==> src/rtl/fir_pkg.sv <==
// Shared constants, derived-width helper and per-stage valid struct for the
// threshold FIR detector family.
package fir_pkg;

  localparam int FIR_TAPS_DEF = 9;
  localparam int FIR_XW_DEF   = 4;
  localparam int FIR_CW_DEF   = 4;

  // One valid bit per pipeline stage; p3 is the registered output stage.
  typedef struct packed {
    logic p3;
    logic p2;
    logic p1;
    logic p0;
  } fir_vld_t;

  // Width that holds TAPS full-scale unsigned products without overflow.
  function automatic int acc_width(input int xw, input int cw, input int taps);
    return xw + cw + $clog2(taps);
  endfunction

endpackage

==> src/rtl/fir_coef_bank.sv <==
// Double-buffered coefficient store: writes land in the shadow bank, and a
// commit copies the whole shadow bank (pre-write contents) into the active bank.
module fir_coef_bank #(
  parameter int TAPS = 9,
  parameter int CW   = 4,
  parameter int AW   = $clog2(TAPS)
) (
  input  logic          clk,
  input  logic          rst,
  input  logic          coef_we,
  input  logic [AW-1:0] coef_addr,
  input  logic [CW-1:0] coef_data,
  input  logic          coef_commit,
  output logic [CW-1:0] c_act [TAPS]
);

  logic [CW-1:0] shadow_q [TAPS];
  logic [CW-1:0] shadow_d [TAPS];
  logic [CW-1:0] active_q [TAPS];
  logic [CW-1:0] active_d [TAPS];
  logic          wr_hit;

  always_comb begin
    shadow_d = shadow_q;
    active_d = active_q;
    wr_hit   = coef_we && (int'(coef_addr) < TAPS);
    if (wr_hit) begin
      shadow_d[coef_addr] = coef_data;
    end
    // Commit reads shadow_q, so a same-cycle write is not part of the copy.
    if (coef_commit) begin
      active_d = shadow_q;
    end
  end

  always_ff @(posedge clk or posedge rst) begin
    if (rst) begin
      for (int i = 0; i < TAPS; i++) begin
        shadow_q[i] <= '0;
        active_q[i] <= '0;
      end
    end else begin
      shadow_q <= shadow_d;
      active_q <= active_d;
    end
  end

  assign c_act = active_q;

endmodule

==> src/rtl/fir_thresh_pipe.sv <==
// Pipelined N-tap FIR threshold detector, fixed 4-cycle accept-to-output latency.
// Optional hysteresis on the detect flag is enabled by defining FIR_HYST_EN.
module fir_thresh_pipe
  import fir_pkg::*;
#(
  parameter  int TAPS = FIR_TAPS_DEF,
  parameter  int XW   = FIR_XW_DEF,
  parameter  int CW   = FIR_CW_DEF,
  localparam int ACCW = acc_width(XW, CW, TAPS),
  localparam int AW   = $clog2(TAPS)
) (
  input  logic            clk,
  input  logic            rst,
  input  logic            in_valid,
  input  logic [XW-1:0]   x,
  input  logic [ACCW-1:0] thresh,
  input  logic            coef_we,
  input  logic [AW-1:0]   coef_addr,
  input  logic [CW-1:0]   coef_data,
  input  logic            coef_commit,
`ifdef FIR_HYST_EN
  input  logic [ACCW-1:0] hyst,
`endif
  output logic            out_valid,
  output logic            y,
  output logic [ACCW-1:0] sum_out
);

  localparam int PW = XW + CW;

  logic [CW-1:0]   c_act [TAPS];

  fir_vld_t        vld_q, vld_d;
  logic [XW-1:0]   x_sh_q [TAPS];
  logic [XW-1:0]   x_sh_d [TAPS];
  logic [ACCW-1:0] thr_p0_q, thr_p0_d;
  logic [ACCW-1:0] thr_p1_q, thr_p1_d;
  logic [ACCW-1:0] thr_p2_q, thr_p2_d;
  logic [PW-1:0]   prod_p1_q [TAPS];
  logic [PW-1:0]   prod_p1_d [TAPS];
  logic [ACCW-1:0] sum_p2_q, sum_p2_d;
  logic [ACCW-1:0] sum_p3_q, sum_p3_d;
  logic            y_p3_q, y_p3_d;
`ifdef FIR_HYST_EN
  logic [ACCW-1:0] hys_p0_q, hys_p0_d;
  logic [ACCW-1:0] hys_p1_q, hys_p1_d;
  logic [ACCW-1:0] hys_p2_q, hys_p2_d;

  function automatic logic [ACCW-1:0] sat_sub(input logic [ACCW-1:0] a,
                                               input logic [ACCW-1:0] b);
    return (a > b) ? (a - b) : '0;
  endfunction

  function automatic logic hyst_detect(input logic [ACCW-1:0] s,
                                       input logic [ACCW-1:0] th,
                                       input logic [ACCW-1:0] hy,
                                       input logic            prev);
    if (s > th) begin
      return 1'b1;
    end else if (s < sat_sub(th, hy)) begin
      return 1'b0;
    end
    return prev;
  endfunction
`endif

  fir_coef_bank #(
    .TAPS (TAPS),
    .CW   (CW),
    .AW   (AW)
  ) u_coef_bank (
    .clk         (clk),
    .rst         (rst),
    .coef_we     (coef_we),
    .coef_addr   (coef_addr),
    .coef_data   (coef_data),
    .coef_commit (coef_commit),
    .c_act       (c_act)
  );

  always_comb begin
    vld_d    = '{p3: vld_q.p2, p2: vld_q.p1, p1: vld_q.p0, p0: in_valid};

    // S0: shift register advances only on accepted samples
    x_sh_d   = x_sh_q;
    thr_p0_d = thr_p0_q;
    if (in_valid) begin
      x_sh_d[0] = x;
      for (int i = 1; i < TAPS; i++) begin
        x_sh_d[i] = x_sh_q[i-1];
      end
      thr_p0_d = thresh;
    end

    // S1: per-tap products against the active bank
    for (int i = 0; i < TAPS; i++) begin
      prod_p1_d[i] = PW'(x_sh_q[i]) * PW'(c_act[i]);
    end
    thr_p1_d = thr_p0_q;

    // S2: reduction
    sum_p2_d = '0;
    for (int i = 0; i < TAPS; i++) begin
      sum_p2_d = sum_p2_d + ACCW'(prod_p1_q[i]);
    end
    thr_p2_d = thr_p1_q;

    // S3: compare; results hold between valid pulses
    sum_p3_d = sum_p3_q;
    y_p3_d   = y_p3_q;
    if (vld_q.p2) begin
      sum_p3_d = sum_p2_q;
`ifdef FIR_HYST_EN
      y_p3_d   = hyst_detect(sum_p2_q, thr_p2_q, hys_p2_q, y_p3_q);
`else
      y_p3_d   = sum_p2_q > thr_p2_q;
`endif
    end
  end

`ifdef FIR_HYST_EN
  always_comb begin
    hys_p0_d = in_valid ? hyst : hys_p0_q;
    hys_p1_d = hys_p0_q;
    hys_p2_d = hys_p1_q;
  end

  always_ff @(posedge clk or posedge rst) begin
    if (rst) begin
      hys_p0_q <= '0;
      hys_p1_q <= '0;
      hys_p2_q <= '0;
    end else begin
      hys_p0_q <= hys_p0_d;
      hys_p1_q <= hys_p1_d;
      hys_p2_q <= hys_p2_d;
    end
  end
`endif

  always_ff @(posedge clk or posedge rst) begin
    if (rst) begin
      vld_q    <= '0;
      thr_p0_q <= '0;
      thr_p1_q <= '0;
      thr_p2_q <= '0;
      sum_p2_q <= '0;
      sum_p3_q <= '0;
      y_p3_q   <= 1'b0;
      for (int i = 0; i < TAPS; i++) begin
        x_sh_q[i]    <= '0;
        prod_p1_q[i] <= '0;
      end
    end else begin
      vld_q     <= vld_d;
      x_sh_q    <= x_sh_d;
      thr_p0_q  <= thr_p0_d;
      thr_p1_q  <= thr_p1_d;
      thr_p2_q  <= thr_p2_d;
      prod_p1_q <= prod_p1_d;
      sum_p2_q  <= sum_p2_d;
      sum_p3_q  <= sum_p3_d;
      y_p3_q    <= y_p3_d;
    end
  end

  assign out_valid = vld_q.p3;
  assign y         = y_p3_q;
  assign sum_out   = sum_p3_q;

endmodule

==> config.mk <==
export PLATFORM = sky130hd
export DESIGN_NAME = fir_thresh_pipe
export DESIGN_NICKNAME = d
export VERILOG_FILES = /design/src/rtl/fir_pkg.sv /design/src/rtl/fir_coef_bank.sv /design/src/rtl/fir_thresh_pipe.sv
export SDC_FILE = /design/constraint.sdc
export NUM_CORES = 1
export LEC_CHECK = 0
export ABC_AREA = 1
export CAP_MARGIN = 20
export CORE_ASPECT_RATIO = 0.75
export CORE_MARGIN = 4
export CORE_UTILIZATION = 69
export CTS_BUF_LIST = sky130_fd_sc_hd__clkbuf_8
export DETAILED_ROUTE_END_ITERATION = 6
export GPL_TIMING_DRIVEN = 1
export PLACE_DENSITY = 0.88
export RECOVER_POWER = 50
export SLEW_MARGIN = 20
export SYNTH_ARGS = -nofsm -noshare
export SYNTH_HDL_FRONTEND = slang
export SYNTH_SLANG_ARGS = --single-unit
==> constraint.sdc <==
create_clock -name clk -period 14.2 [get_ports clk]
set_input_delay 2.84 -clock clk [delete_from_list [all_inputs] [get_ports clk]]
set_output_delay 2.84 -clock clk [all_outputs]
set_load 0.02 [all_outputs]
==> results.txt <==
The flow ran to the end, but the final reports show violations. The final reports fail on max-capacitance violations, max-slew violations. Across every metal layer, demand over resource in global routing totals 27.08%.

In the synthesized netlist, the cells that appear most often are 309 x nand2_1, 304 x inv_1, 245 x dfrtp_1, 133 x ha_1, 90 x fa_1. The endpoint of the most critical register-to-register path is sum_p2_q[8]. In the synthesized netlist the async set-or-reset flop fraction comes to 100.0%.

The data required time of the critical path is 14.72 ns. The clock-pin slew on the worst setup and hold paths came out at 0.06 ns. The first-pass iteration count of the detailed router is 5. In this run the most critical hold path is launched from thr_p1_q[7]. The classification of the worst-slack hold path is reg2reg. The biggest area contributor in the post-synthesis netlist is dfrtp_1.

The insertion delay to the later sink of the worst-skew pair came out at 0.54 ns. The layout cell share with drive strength beyond 1 is 6.622%. In this run the horizontal extent of the chip is 171.5 µm. The synthesized netlist devotes 4.755% of its cell area to compound gates.

Headroom to the max-slew limit came out at -172.6%. The initial standard-cell utilization of the core is 70.81%. The clock tree from TritonCTS is done.

The via density per instance is 5.368. The internal reg-to-reg setup slack came out at 10.32 ns. Setup repair after global routing left no endpoint under its margin.

Measured in cells, the most critical reg-to-reg path has a length of 14. The maximum clock rate is 160.3 MHz. The synthesized netlist contains 22 unique library cells. The arithmetic-cell share of the synthesized area counting full adders, half adders and majority gates is 25.04%. The number of synthesized flops with an enable pin is 0. Of the synthesized area, sequential elements account for 44.30%. The via count of the routed design came out at 9383. The number of top-level pins came out at 43. The routed wirelength normalized by instance count is 16.31 µm. The number of failing setup endpoints in the final timing report came out at 0. Between clock sinks in the finished design, the worst skew comes to 0.01392 ns. The number of rows created at floorplan is 44. The mux share of post-synthesis cell area came out at 2.766%. Each instance of the synthesized netlist takes up on average 9.871 µm². The number of endpoints with negative hold slack in the final report came out at 0. The post-synthesis cell count is 1402.

The synthesized netlist net count came out at 1654. The number of violations reported at the end of detailed-routing iteration 0 came out at 809. The most numerous cell in the Yosys netlist is nand2_1. The area fraction of the dominant cell type after synthesis came out at 44.30%. The critical path class is in2async. The first global-routing pass estimated 47710 µm of wire.

Adding up every negative setup slack in the final design gives 0 ns. In this run the critical register-to-register path is launched from prod_p1_q[10]. The time the final worst path needs with I/O delays and setup is 6.239 ns. The global-route congestion overflow total is 0. The post-synthesis register bit count came out at 245.

The worst hold path stage count came out at 0. In this run the remaining antenna-violating nets after routing total 0. The quantity of hold-fixing buffers added after cts came out at 0. The pin slew with the least headroom to its limit came out at 4.066 ns.

The repair_antennas step left the layout with diodes totalling 0. The congestion estimate from routability-driven global placement came to 0.8666. The area enclosed by the die boundary came out at 22410 µm². The number of max-cap violations is 3. In the final design database the tool counted 1722 nets. Post-CTS repair changed the size of 0 cells. The via count of the first global-routing pass came out at 9742. The share of the clock period used by the worst path after layout is 43.94%.

The maximum buffer depth of the clock tree came out at 3. The dominant combinational cell family by area after synthesis is adder cells. The clock net in this run drives a total of 245 sinks. The worst hold path terminates at thr_p2_q[7]. Clock tree synthesis selected as its root buffer the cell clkbuf_8.

The total wire length came out at 28510 µm. The floorplan step defined a core boundary enclosing 19540 µm². The relative area change from synthesis to final layout is 10.32%. The worst setup path is captured at an async pin. The sort of element at the start of the critical path is a primary input. Buffers inserted during clock tree synthesis total 38. The H-tree was split into 2 levels. The arrival time reported for the critical path endpoint is 6.76 ns. Summed over all nets, the half-perimeter wirelength after detailed placement is 21140 µm. Summing the areas of all and, or, nand and nor instances in the mapped netlist gives 11.87% of the synthesized area.

In this run the vertical extent of the chip is 130.7 µm. The count of input and output buffers is 42. Sorting the synthesized cells by area gives the leading types as dfrtp_1 44%, fa_1 13%, ha_1 12%, nand2_1 8.4%, inv_1 8.2%. The biggest fanout along the worst timing path is 94. The parity-gate share of the synthesized area counting xor and xnor cells came out at 2.468%. The initial antenna violation count is 0. The DRC violations left came out at 0. The combined area of all synthesized cells is 13840 µm². The number of warning messages in the yosys log came out at 0. The number of buffers added for setup after CTS is 0. In the synthesized netlist the dominant register cell turns out to be dfrtp_1.

Entering global routing, the biggest net connects 95 pins. The number of max-slew violations in the final report is 232.
[cells in the final DEF, fill, tap and decap left out, types with 31 or more instances in the layout]
master	synthesis	layout
nor2_1	49	49
ha_1	133	133
o21ai_0	50	50
xor2_1	31	31
clkbuf_8	0	47
fa_1	90	90
a21oi_1	67	67
nand2_1	309	309
inv_1	304	314
dfrtp_1	245	245
clkdlybuf4s50_1	0	39
mux2_2	34	34
nand3_1	31	31
[worst max-delay path by stage]
stage | from | to | slack (ns) | cells after the start
after CTS | sum_out[0] | sum_out[0] | 9.83 | 1
after floorplan | rst | out_valid | 4.63 | 1
after global placement | rst | x_sh_q[8] | 9.40 | 3
after global routing | rst | x_sh_q[10] | 7.20 | 3
after detailed placement | rst | x_sh_q[15] | 9.36 | 3
final | rst | x_sh_q[9] | 7.96 | 3
[layout make-up]
cell class | count | area, µm²
Sequential cell | 245 | 6131
Tap cell | 253 | 316.6
Clock inverter | 18 | 111.4
Fill cell | 1218 | 4277
Timing Repair Buffer | 45 | 427.9
Inverter | 304 | 1142
Multi-Input combinational cell | 836 | 6491
Clock buffer | 47 | 646.9
[state kept, by name (all words and copies together) (netlist names), 12 cells and up]
register              count
prod_p1_q                72
u_coef_bank.c_act        36
u_coef_bank.shadow_q     36
x_sh_q                   36
sum_out                  12
sum_p2_q                 12
thr_p0_q                 12
thr_p1_q                 12
thr_p2_q                 12
[metal layers]
layer	up-vias	share of wire [%]	track usage, %
met5	-	0	0
met4	0	2.7	8.244
met3	70	7.0	6.045
met2	316	47	43.68
met1	4540	43	37.67
li1	4457	-	-
[metrics by stage]
stage / std cells / instance area, µm² / hold slack [ns] / setup slack (ns) / util [%]
after global placement: 1683 / 14520 / 0.3337 / 9.397 / 74.30
after CTS: 1748 / 15280 / 0.3499 / 9.830 / 78.18
after global routing: 1748 / 15270 / 0.3521 / 7.203 / 78.12
after detailed placement: 1683 / 14520 / 0.3356 / 9.357 / 74.30
final: 1748 / 15270 / 0.3472 / 7.961 / 78.12
after floorplan: 1402 / 13840 / 0.3312 / 4.630 / -
[kinds of logic (layout without fill, tap and decap cells)]
group                      count (synthesis)  count (layout)
and+or+nand+nor                          412             412
buffers and inverters                    321             414
DFF                                      245             245
adders and majority gates                223             223
AOI/OAI and AO/OA                        128             128
xor gates and xnor gates                  39              39
muxes                                     34              34
[worst max-delay path, stage by stage]
cell	delay, ns
dlygate4sd3_1	0.54
clkinvlp_2	2.26
buf_4	1.01
Power is left out: the tool's default activity adds up to more than one toggle a clock period on the data nets, which glitch-free logic cannot reach.
